<file path="src/rtl/viterbi_pkg.sv">
// Shared definitions for the Viterbi frame controller.
// Holds the controller FSM state encoding, symbol/counter widths and the
// default encoder tail length (K-1).
package viterbi_pkg;

  localparam int unsigned SYM_W        = 2;
  localparam int unsigned CNT_W        = 9;
  localparam int unsigned DEF_TAIL_LEN = 2;

  typedef enum logic [2:0] {
    ST_IDLE,
    ST_INIT,
    ST_RUN,
    ST_DRAIN,
    ST_DONE
  } state_e;

endpackage

</file>
<file path="src/rtl/viterbi_ctrl_wdog.sv">
// Idle-cycle watchdog used while the controller drains decisions.
// Ports:
//   i_clk, i_rst  : clock, synchronous active-high reset
//   i_clear       : restart the idle count (a decision arrived)
//   i_enable      : count only while asserted; count is held at zero otherwise
//   o_expire_c    : combinational, high on the TIMEOUT-th consecutive idle cycle
module viterbi_ctrl_wdog
  import viterbi_pkg::*;
#(
  parameter int unsigned TIMEOUT = 16
) (
  input  logic i_clk,
  input  logic i_rst,
  input  logic i_clear,
  input  logic i_enable,
  output logic o_expire_c
);

  localparam int unsigned WD_W = (TIMEOUT > 1) ? $clog2(TIMEOUT) : 1;
  localparam logic [WD_W-1:0] LAST = WD_W'(TIMEOUT - 1);

  logic [WD_W-1:0] cnt_q;

  // cnt_q holds the number of idle cycles already seen before this one
  assign o_expire_c = i_enable && !i_clear && (cnt_q == LAST);

  always_ff @(posedge i_clk) begin
    if (i_rst || !i_enable || i_clear) begin
      cnt_q <= '0;
    end else if (cnt_q != LAST) begin
      cnt_q <= cnt_q + WD_W'(1);
    end
  end

endmodule

</file>
<file path="src/rtl/viterbi_frame_ctrl.sv">
// Frame controller for a Viterbi decoder: accepts N+TAIL_LEN coded symbols
// per frame, feeds them to the ACS datapath, forwards the first N survivor
// decisions as decoded bits and drops the tail decisions.
// Ports:
//   i_clk, i_rst                      : clock, synchronous active-high reset
//   i_start, i_frame_len              : frame start pulse, info bits N
//   i_sym_valid, i_sym, o_sym_ready   : upstream symbol handshake
//   o_acs_valid, o_acs_sym, o_acs_init: ACS datapath drive (1-cycle latency)
//   i_dec_valid, i_dec_bit            : decisions from survivor memory
//   o_bit_valid, o_bit                : decoded bits (combinational pass-through)
//   o_busy, o_frame_done, o_err       : status
// Optional feature (macro VITERBI_CTRL_STATS_EN): adds saturating counters
//   o_frame_cnt (16b) and o_err_cnt (8b).
module viterbi_frame_ctrl
  import viterbi_pkg::*;
#(
  parameter int unsigned TAIL_LEN = DEF_TAIL_LEN,
  parameter int unsigned TIMEOUT  = 16
) (
  input  logic             i_clk,
  input  logic             i_rst,
  input  logic             i_start,
  input  logic [7:0]       i_frame_len,
  input  logic             i_sym_valid,
  input  logic [SYM_W-1:0] i_sym,
  output logic             o_sym_ready,
  output logic             o_acs_valid,
  output logic [SYM_W-1:0] o_acs_sym,
  output logic             o_acs_init,
  input  logic             i_dec_valid,
  input  logic             i_dec_bit,
  output logic             o_bit_valid,
  output logic             o_bit,
  output logic             o_busy,
  output logic             o_frame_done,
  output logic             o_err
`ifdef VITERBI_CTRL_STATS_EN
  ,
  output logic [15:0]      o_frame_cnt,
  output logic [7:0]       o_err_cnt
`endif
);

  state_e           state_q;
  logic [7:0]       n_q;
  logic [CNT_W-1:0] sym_cnt_q;
  logic [CNT_W-1:0] dec_cnt_q;
  logic [CNT_W-1:0] dec_cnt_d;
  logic             sym_ready_q;
  logic             acs_valid_q;
  logic [SYM_W-1:0] acs_sym_q;
  logic             acs_init_q;
  logic             busy_q;
  logic             frame_done_q;
  logic             err_q;

  logic [CNT_W-1:0] total_c;
  logic             sym_take_c;
  logic             dec_active_c;
  logic             dec_take_c;
  logic             wdog_expire_c;

  assign total_c      = CNT_W'(n_q) + CNT_W'(TAIL_LEN);
  assign sym_take_c   = i_sym_valid && sym_ready_q;
  // Decisions count from RUN onward; anything beyond the frame total is dropped
  assign dec_active_c = (state_q == ST_RUN) || (state_q == ST_DRAIN) || (state_q == ST_DONE);
  assign dec_take_c   = i_dec_valid && dec_active_c && (dec_cnt_q != total_c);
  assign dec_cnt_d    = dec_cnt_q + CNT_W'(dec_take_c);

  // Only the first N decisions are info bits; the tail ones are discarded
  assign o_bit_valid  = dec_take_c && (dec_cnt_q < CNT_W'(n_q));
  assign o_bit        = o_bit_valid & i_dec_bit;

  assign o_sym_ready  = sym_ready_q;
  assign o_acs_valid  = acs_valid_q;
  assign o_acs_sym    = acs_sym_q;
  assign o_acs_init   = acs_init_q;
  assign o_busy       = busy_q;
  assign o_frame_done = frame_done_q;
  assign o_err        = err_q;

  viterbi_ctrl_wdog #(
    .TIMEOUT (TIMEOUT)
  ) u_wdog (
    .i_clk      (i_clk),
    .i_rst      (i_rst),
    .i_clear    (i_dec_valid),
    .i_enable   (state_q == ST_DRAIN),
    .o_expire_c (wdog_expire_c)
  );

  // Frame FSM, counters and registered outputs
  always_ff @(posedge i_clk) begin
    if (i_rst) begin
      state_q      <= ST_IDLE;
      n_q          <= '0;
      sym_cnt_q    <= '0;
      dec_cnt_q    <= '0;
      sym_ready_q  <= 1'b0;
      acs_valid_q  <= 1'b0;
      acs_sym_q    <= '0;
      acs_init_q   <= 1'b0;
      busy_q       <= 1'b0;
      frame_done_q <= 1'b0;
      err_q        <= 1'b0;
    end else begin
      acs_valid_q  <= sym_take_c;
      acs_init_q   <= 1'b0;
      frame_done_q <= 1'b0;
      err_q        <= 1'b0;
      dec_cnt_q    <= dec_cnt_d;
      if (sym_take_c) begin
        acs_sym_q <= i_sym;
      end
      case (state_q)
        ST_IDLE: begin
          if (i_start) begin
            if (i_frame_len == 8'd0) begin
              err_q <= 1'b1;
            end else begin
              n_q        <= i_frame_len;
              sym_cnt_q  <= '0;
              dec_cnt_q  <= '0;
              acs_init_q <= 1'b1;
              busy_q     <= 1'b1;
              state_q    <= ST_INIT;
            end
          end
        end
        ST_INIT: begin
          sym_ready_q <= 1'b1;
          state_q     <= ST_RUN;
        end
        ST_RUN: begin
          if (sym_take_c) begin
            sym_cnt_q <= sym_cnt_q + CNT_W'(1);
            // Drop ready together with the last accept so no extra symbol slips in
            if (sym_cnt_q == total_c - CNT_W'(1)) begin
              sym_ready_q <= 1'b0;
              state_q     <= ST_DRAIN;
            end
          end
        end
        ST_DRAIN: begin
          if (dec_cnt_d == total_c) begin
            state_q <= ST_DONE;
          end else if (wdog_expire_c) begin
            err_q   <= 1'b1;
            state_q <= ST_DONE;
          end
        end
        ST_DONE: begin
          frame_done_q <= 1'b1;
          busy_q       <= 1'b0;
          state_q      <= ST_IDLE;
        end
        default: state_q <= ST_IDLE;
      endcase
    end
  end

`ifdef VITERBI_CTRL_STATS_EN
  logic [15:0] frame_cnt_q;
  logic [7:0]  err_cnt_q;

  // Saturating event counters, bumped while the matching pulse is visible
  always_ff @(posedge i_clk) begin
    if (i_rst) begin
      frame_cnt_q <= '0;
      err_cnt_q   <= '0;
    end else begin
      if (frame_done_q && (frame_cnt_q != '1)) frame_cnt_q <= frame_cnt_q + 16'd1;
      if (err_q && (err_cnt_q != '1))          err_cnt_q   <= err_cnt_q + 8'd1;
    end
  end

  assign o_frame_cnt = frame_cnt_q;
  assign o_err_cnt   = err_cnt_q;
`endif

endmodule

</file>
<file path="config.mk">
export PLATFORM = sky130hd
export DESIGN_NAME = viterbi_frame_ctrl
export DESIGN_NICKNAME = d
export VERILOG_FILES = /design/src/rtl/viterbi_pkg.sv /design/src/rtl/viterbi_ctrl_wdog.sv /design/src/rtl/viterbi_frame_ctrl.sv
export SDC_FILE = /design/constraint.sdc
export NUM_CORES = 1
export LEC_CHECK = 0
export ABC_AREA = 1
export CAP_MARGIN = 20
export CORE_UTILIZATION = 48
export DETAILED_ROUTE_END_ITERATION = 10
export PLACE_DENSITY = 0.71
export SETUP_SLACK_MARGIN = 0.1
export SLEW_MARGIN = 10
export SYNTH_ARGS = -nofsm -noshare
export SYNTH_HDL_FRONTEND = slang
export SYNTH_HIERARCHICAL = 1
export SYNTH_SLANG_ARGS = --single-unit
</file>
<file path="constraint.sdc">
create_clock -name i_clk -period 3.05 [get_ports i_clk]
set_input_delay 0.61 -clock i_clk [delete_from_list [all_inputs] [get_ports i_clk]]
set_output_delay 0.61 -clock i_clk [all_outputs]
set_load 0.02 [all_outputs]
</file>
=== Word level (Yosys, flattened, before mapping) ===
Cells that the tools add are included.

* Bits in registers: 41
* Bits of input ports: 16
* Output and inout bits: 10

* Add/sub/neg operators: 5
* Magnitude comparators: 1
* Eq/ne operators: 14
* Mux-type cells: 27
* Bitwise logic cells: 4
* Reduce and logical (&&, ||, !) cells: 23

{| class="wikitable"
|+ Operators with widths
! kind !! number
|-
| $mux 9 || 6
|-
| $eq 9x9->1 || 2
|-
| $mux 3 || 6
|-
| $pmux 9 s2 || 1
|-
| $pmux 3 s4 || 1
|-
| $mux 1 || 10
|-
| $add 8x2->9 const B || 1
|-
| $add 9x1->9 || 1
|-
| $add 9x1->9 const B || 1
|-
| $lt 9x8->1 || 1
|-
| $ne 9x9->1 || 1
|-
| $reduce_and 3->1 || 3
|-
| $sub 9x1->9 const B || 1
|-
| $logic_not 8->1 || 1
|-
| $eq 3x2->1 const B || 2
|-
| $logic_and 1x1->1 || 6
|-
| $ne 2x2->1 const B || 3
|-
| $pmux 1 s2 || 3
|-
| $reduce_bool 2->1 || 3
|-
| $reduce_and 5->1 || 1
|-
| $add 4x1->4 const B || 1
|-
| $eq 4x4->1 const B || 1
|-
| $logic_or 1x1->1 || 4
|-
| $ne 4x4->1 const B || 1
|-
| 10 further kinds || 13
|}

=== Depth between registers and ports, before layout ===
* Depth in word-level cells: 9
* Mapped depth: 27
* Depth with buffers taken out: 27

=== Modules after synthesis ===
The synthesis kept the hierarchy.

{| class="wikitable"
|+ Modules (own cells, without submodules)
! module !! instances !! cells an instance !! area an instance (um^2) !! seq. area each (um^2)
|-
| viterbi_frame_ctrl || 1 || 424 || 2631.3 || 740.7
|-
| viterbi_ctrl_wdog || 1 || 34 || 221.5 || 80.1
|}

=== Worst setup path before layout ===
Ideal clock, no wire load.

* Path kind: reg2reg
* From: register n_q[1]
* To: register state_q[0]
* Library setup time: 0.112 ns
* Data arrival time: 2.909 ns
* Data required time: 2.938 ns
* Slack: 0.029 ns
* Stages on the path, launching flop included: 25
* Buffers on the path: 0
* Cell sequence: dfxtp_1 -> ha_1 -> nand2_2 -> clkinv_1 -> nand2_2 -> nand2_2 -> inv_2 -> nand2_1 -> o211ai_1 -> nor3_1 -> nand4_1 -> nand2_1 -> inv_1 -> ha_1 -> ha_1 -> xnor2_1 -> nand2_1 -> a21oi_1 -> nand3_1 -> nor2_1 -> nand2_1 -> a21oi_2 -> nand2_2 -> nor2_2 -> nor2_1

* Word-level cells in the longest chain between the ends: 7
* Elaborated cells on any way between the ends: 12
* Classes of those cells: add/sub (3); eq/ne (5); mux (2); reduce/logical (2)

{| class="wikitable"
|+ RTL lines
! element !! line !! RTL
|-
| start: declaration || viterbi_frame_ctrl.sv:45 || <nowiki>logic [7:0] n_q;</nowiki>
|-
| start signal: assignment || viterbi_frame_ctrl.sv:121 || <nowiki>n_q <= i_frame_len;</nowiki>
|-
| $add 8x2->9 (*) || viterbi_frame_ctrl.sv:63 || <nowiki>assign total_c = CNT_W'(n_q) + CNT_W'(TAIL_LEN);</nowiki>
|-
| $ne 9x9->1 || viterbi_frame_ctrl.sv:67 || <nowiki>assign dec_take_c = i_dec_valid && dec_active_c && (dec_cnt_q != total_c);</nowiki>
|-
| $logic_and 1x1->1 || viterbi_frame_ctrl.sv:67 ||
|-
| $add 9x1->9 || viterbi_frame_ctrl.sv:68 || <nowiki>assign dec_cnt_d = dec_cnt_q + CNT_W'(dec_take_c);</nowiki>
|-
| $eq 9x9->1 || viterbi_frame_ctrl.sv:145 || <nowiki>if (dec_cnt_d == total_c) begin</nowiki>
|-
| $ne 3x3->1 (no line) or $mux 3 (tied branches) || - ||
|-
| $reduce_and 5->1 (no line) or $pmux 3 s4 (tied branches) || - ||
|-
| end signal: assignment || viterbi_frame_ctrl.sv:146 || <nowiki>state_q <= ST_DONE;</nowiki>
|-
| end signal: assignment || viterbi_frame_ctrl.sv:149 || <nowiki>state_q <= ST_DONE;</nowiki>
|-
| end signal: assignment || viterbi_frame_ctrl.sv:155 || <nowiki>state_q <= ST_IDLE;</nowiki>
|-
| end: declaration || viterbi_frame_ctrl.sv:44 || <nowiki>state_e state_q;</nowiki>
|}

Every way passes the cells marked *; elsewhere a longest branch is shown, timed or not.
A chain may end at the register's enable or synchronous reset.

=== Worst setup path after layout ===
* From: register n_q[2]
* To: register state_q[0]

The elaborated chain is that of the path after synthesis.

==> results <==
- STA puts the critical path data required time at 3250 ps.
- The proportion of synthesized chip area in sequential cells is 28.77%.
- The tree is rooted in a sky130_fd_sc_hd__clkbuf_8.
- The layout has just over 500 filler cells.
- Counting every net in the synthesized netlist gives 490.
- The number of ports placed on the die boundary is 26.
- Averaged over all synthesized cells, the footprint is 6.229 um2.
- The launch point of the worst path is n_q[2]$_SDFFE_PP0P_.
- At the end of routability-driven placement, the weighted congestion stood at 0.8889.
- The final total negative setup slack is -153.6 ps.
- In the final design database the tool counted 569 nets.
- The share of the synthesized area in the top cell type is 28.77%.
- The final core area utilization is 69.21%.
- The data arrival time of the critical path is between 3000 and 4000 ps.
- Synthesis inferred 41 register bits.
- Clock-pin slew was measured on the worst setup and hold paths at about 90 ps.
- The cell area power density is 694.0 nW/um2.
- The CTS sink count is 41.
- The worst path in the final design needs a cycle of about 3100 ps, including I/O delays and setup.
- Setup repair after global routing could not meet its margin everywhere.
- TritonCTS built the clock tree.
- In the global route stage, overall resource usage came out at 28.71%.
- The first-pass detailed-route iteration total is 5.
- The kind of end point of the critical path is a flop.
- At the pin with the least slew margin, the transition time is roughly 350 ps.
- The H-tree was split into 2 levels.
- The worst pin sits at a relative slew slack of between 70% and 80%.
- Of all cell types, the one taking the most synthesized area is sky130_fd_sc_hd__dfxtp_1.
- The startpoint of the tightest hold check path is o_acs_sym[0]$_SDFFE_PP0P_.
- The post-route worst setup slack is -79.45 ps.
- The synthesized instance count is 458.
- On the worst path, the slowest cell contributes a delay of 350 ps.
- In this run, CTS created clock tree buffers numbering 5.
- The HPWL reported at the end of detailed placement is 6210 um.
- The largest driver fanout on the critical path is 5.
- Global routing consumed, on the met2 layer, 48.79% of the routing resources.
- Setup violations remaining at the end of the flow were counted as 3.
- The largest net degree at the start of global routing is 16.
- The final-layout worst hold slack is 493.0 ps.
- The area growth from synthesis to layout is 36.05%.
- Detailed routing inserted a total of about 3300 vias.
- The cell that appears most often on the critical path is sky130_fd_sc_hd__nand2_2.
- Traced cell by cell, the critical path runs through buf_6 -> ha_4 -> xor2_2 -> nor2_1 -> nand3_1 -> nor3_2 -> nand4_1 -> nand2_1 -> inv_2 -> ha_4 -> ha_4 -> inv_4 -> nor2_4 -> nand4_1 -> nand2_2 -> nand2_2 -> nand3_2 -> nor2_4 -> nand2_2 -> a21oi_2 -> nand2_2 -> nor2_2 -> nor2_1.
- The storage element area is around 830 um2.
- The count of hold buffers inserted by post-cts repair is 0.
- In the global route stage, met1 resource usage came out at 37.57%.
- The worst supply voltage drop on vdd is 0.4539 mV.
- The tool flagged a number of max-cap violations equal to 0.
- Derived from the worst setup path, the maximum achievable clock frequency is roughly 0.32 GHz.
- During placement, the flow inserted port buffers numbering 25.
- The remaining routing DRC violations is 0.
- For this design, the slowest cell found on the critical path is sky130_fd_sc_hd__dfxtp_2.
- The min-delay analysis places its worst path in the category reg -> reg.
- In this run the critical register-to-register path is launched from n_q[2]$_SDFFE_PP0P_.
- The count of warnings emitted by yosys is 6.
- The max-slew violation count came to 0.
- The maximum number of buffers from clock root to sink is 2.
- The die covers 6255 um2.
- The final-report hold violation count is 0.
- For this configuration, the core starts out at a cell density of 50.87%.
- The clock skew is 12.82 ps.
- The global routing stage identified its most utilized layer as met2.
- The final antenna-violating net count is 0.
- The category of the critical setup timing path is reg -> reg.
- In the post-synthesis netlist, the biggest area contributors are sky130_fd_sc_hd__dfxtp_1, sky130_fd_sc_hd__nand2_1, sky130_fd_sc_hd__inv_1, sky130_fd_sc_hd__nor2_1, sky130_fd_sc_hd__ha_1.
- The die is between 70 and 80 um wide.
- The total congestion overflow after global routing is 0.
- The core region is roughly 5600 um2.
- In the final layout, the share of cells above drive strength 1 is about 25%.
- The worst setup path is launched from a flop.
- The number of antenna violations at the first check in global routing is 0.
- Using the TritonRoute via totals, the vias-per-cell ratio works out to 5.337.
- The number of rows in the core area is 27.
- The checks that failed: setup timing.
- The first global-routing pass estimated approximately 14000 um of wire.
- At the later pin of the worst-skew pair, clock insertion delay measures 310 ps.
- The total area of multi-input combinational cells is ~2000 um2.
- In the final routed layout, each cell accounts on average for 14.14 um.
- The via count of the first global-routing pass is 3003.
- The flow ran to the end, but the final reports show violations.
- The number of distinct library cell variants in the gate-level netlist after synthesis is 36.
- The static leakage is 1.774 nW.
- The detailed router finished its first iteration with 304 violations.
- The met3 global-route usage is 4.368%.
- The total wire length after detailed routing is 8611 um.
- The vertical die dimension is approximately 79 um.
- The share of the clock period used by the worst path is 102.6%.
- After synthesis the cells add up to 2853 um2.
- The repair_antennas step left the layout with diodes totalling 0.
worst max-delay path: cells and delay by family, from the launching register on:
| family | cells | cell delay, ps |
|---|---|---|
| adder cells (fa/ha/maj) | 3 | 590 |
| XOR/XNOR | 1 | 150 |
| AND/OR/NAND/NOR | 15 | 1530 |
| AO/OA/AOI/OAI | 1 | 150 |
| buffers and inverters | 3 | 230 |
| flip-flops | 1 | 350 |
kinds of logic (layout without fill, tap and decap cells):
logic type	count (synthesis)	count (layout)	synth area share (%)
buffers and inverters	77	156	10.31
adder cells (fa/ha/maj)	16	16	7.017
AO/OA/AOI/OAI	41	41	8.509
flip-flops	41	41	28.77
XOR/XNOR	8	8	2.456
AND/OR/NAND/NOR	275	275	42.94
per-stage QoR:
step | setup slack [ps] | total power [W] | std cells | area [um2]
3_5_place_dp | -265.8 | 0.002104 | 595 | 3518
4_1_cts | -21.93 | 0.002582 | 606 | 3736
2_1_floorplan | 117.7 | 0.001569 | 458 | 2864
3_3_place_gp | -221.8 | 0.002080 | 595 | 3518
6_report | -79.45 | 0.002694 | 609 | 3881
5_1_grt | -215.7 | 0.002892 | 609 | 3881
path summary, 6_finish.rpt:
check | to | slack (ps) | cells past startpoint
hold / removal | o_acs_sym[0]$_SDFFE_PP0P_ | 490 | 2
setup / recovery | state_q[0]$_SDFFE_PP0P_ | -80 | 23
setup reg to reg | state_q[0]$_SDFFE_PP0P_ | -80 | 23
hold reg to reg | o_acs_sym[0]$_SDFFE_PP0P_ | 490 | 2
cell usage after synthesis, drive strengths merged:
| library cell | count |
|---|---|
| a21boi | 1 |
| o2111ai | 1 |
| o21ai | 10 |
| or2 | 1 |
| xor2 | 6 |
| nand3b | 3 |
| a21oi | 17 |
| buf | 4 |
| a22oi | 1 |
| inv | 71 |
| nor3 | 12 |
| nand3 | 40 |
| clkinv | 1 |
| o211ai | 1 |
| dfxtp | 41 |
| o31ai | 1 |
| nor2 | 74 |
| nand4 | 12 |
| and2 | 1 |
| nor4 | 1 |
| o22ai | 8 |
| nand2 | 130 |
| clkbuf | 1 |
| o21bai | 1 |
| nor3b | 1 |
| xnor2 | 2 |
| ha | 16 |
cell type report:
type                            instances  share of cell area (%)
Clock buffer                            6                   2.128
Clock inverter                          1                  0.1934
Inverter                               72                   7.060
Multi-Input combinational cell        340                   50.42
Sequential cell                        41                   21.31
Tap cell                               72                   2.321
Timing Repair Buffer                   77                   16.57
sequential cells by signal, summed over array words and instances, names as in the netlist:
register and flops:
dec_cnt_q 9, n_q 8, o_acs_init 1, o_acs_sym 2
o_acs_valid 1, o_busy 1, o_err 1, o_frame_done 1
o_sym_ready 1, state_q 3, sym_cnt_q 9, u_wdog/cnt_q 4
report_power, final:
group | leakage, nW | internal (W) | switching, W | total, W
registers | 0.334 | 0.000624 | 0.0000984 | 0.000722
logic | 1.40 | 0.000648 | 0.000934 | 0.00158
clock network | 0.0433 | 0.000179 | 0.000210 | 0.000389
total | 1.77 | 0.00145 | 0.00124 | 0.00269
placed cells by master (no fill, tap or decap), types with 4 or more instances in the layout:
master,count
sky130_fd_sc_hd__nand3_1,31
sky130_fd_sc_hd__nand2_1,109
sky130_fd_sc_hd__clkdlybuf4s50_1,23
sky130_fd_sc_hd__clkbuf_8,6
sky130_fd_sc_hd__o21ai_0,7
sky130_fd_sc_hd__dfxtp_1,38
sky130_fd_sc_hd__nor2_1,63
sky130_fd_sc_hd__nor2_2,6
sky130_fd_sc_hd__nor2_4,5
sky130_fd_sc_hd__inv_1,63
sky130_fd_sc_hd__o22ai_1,7
sky130_fd_sc_hd__nor3_1,8
sky130_fd_sc_hd__nor3_2,4
sky130_fd_sc_hd__ha_1,11
sky130_fd_sc_hd__nand2_2,20
sky130_fd_sc_hd__inv_2,7
sky130_fd_sc_hd__nand3_2,8
sky130_fd_sc_hd__ha_4,5
sky130_fd_sc_hd__nand4_1,12
sky130_fd_sc_hd__buf_4,52
sky130_fd_sc_hd__a21oi_1,14
sky130_fd_sc_hd__xor2_1,5
routing by layer:
layer / vias to the layer above / wire length (um)
met3: 19 / 565
met4: 0 / 191
met1: 1476 / 3749
li1: 1619 / -
met2: 136 / 4105
met5: - / 0
timing repair:
action	CTS	global route
resized for setup	35	33
pin swaps	16	29
cloned	0	0
buffers inserted	4	4
setup endpoints to repair	6	6
Note: power is estimated with default switching activity, not from simulation.
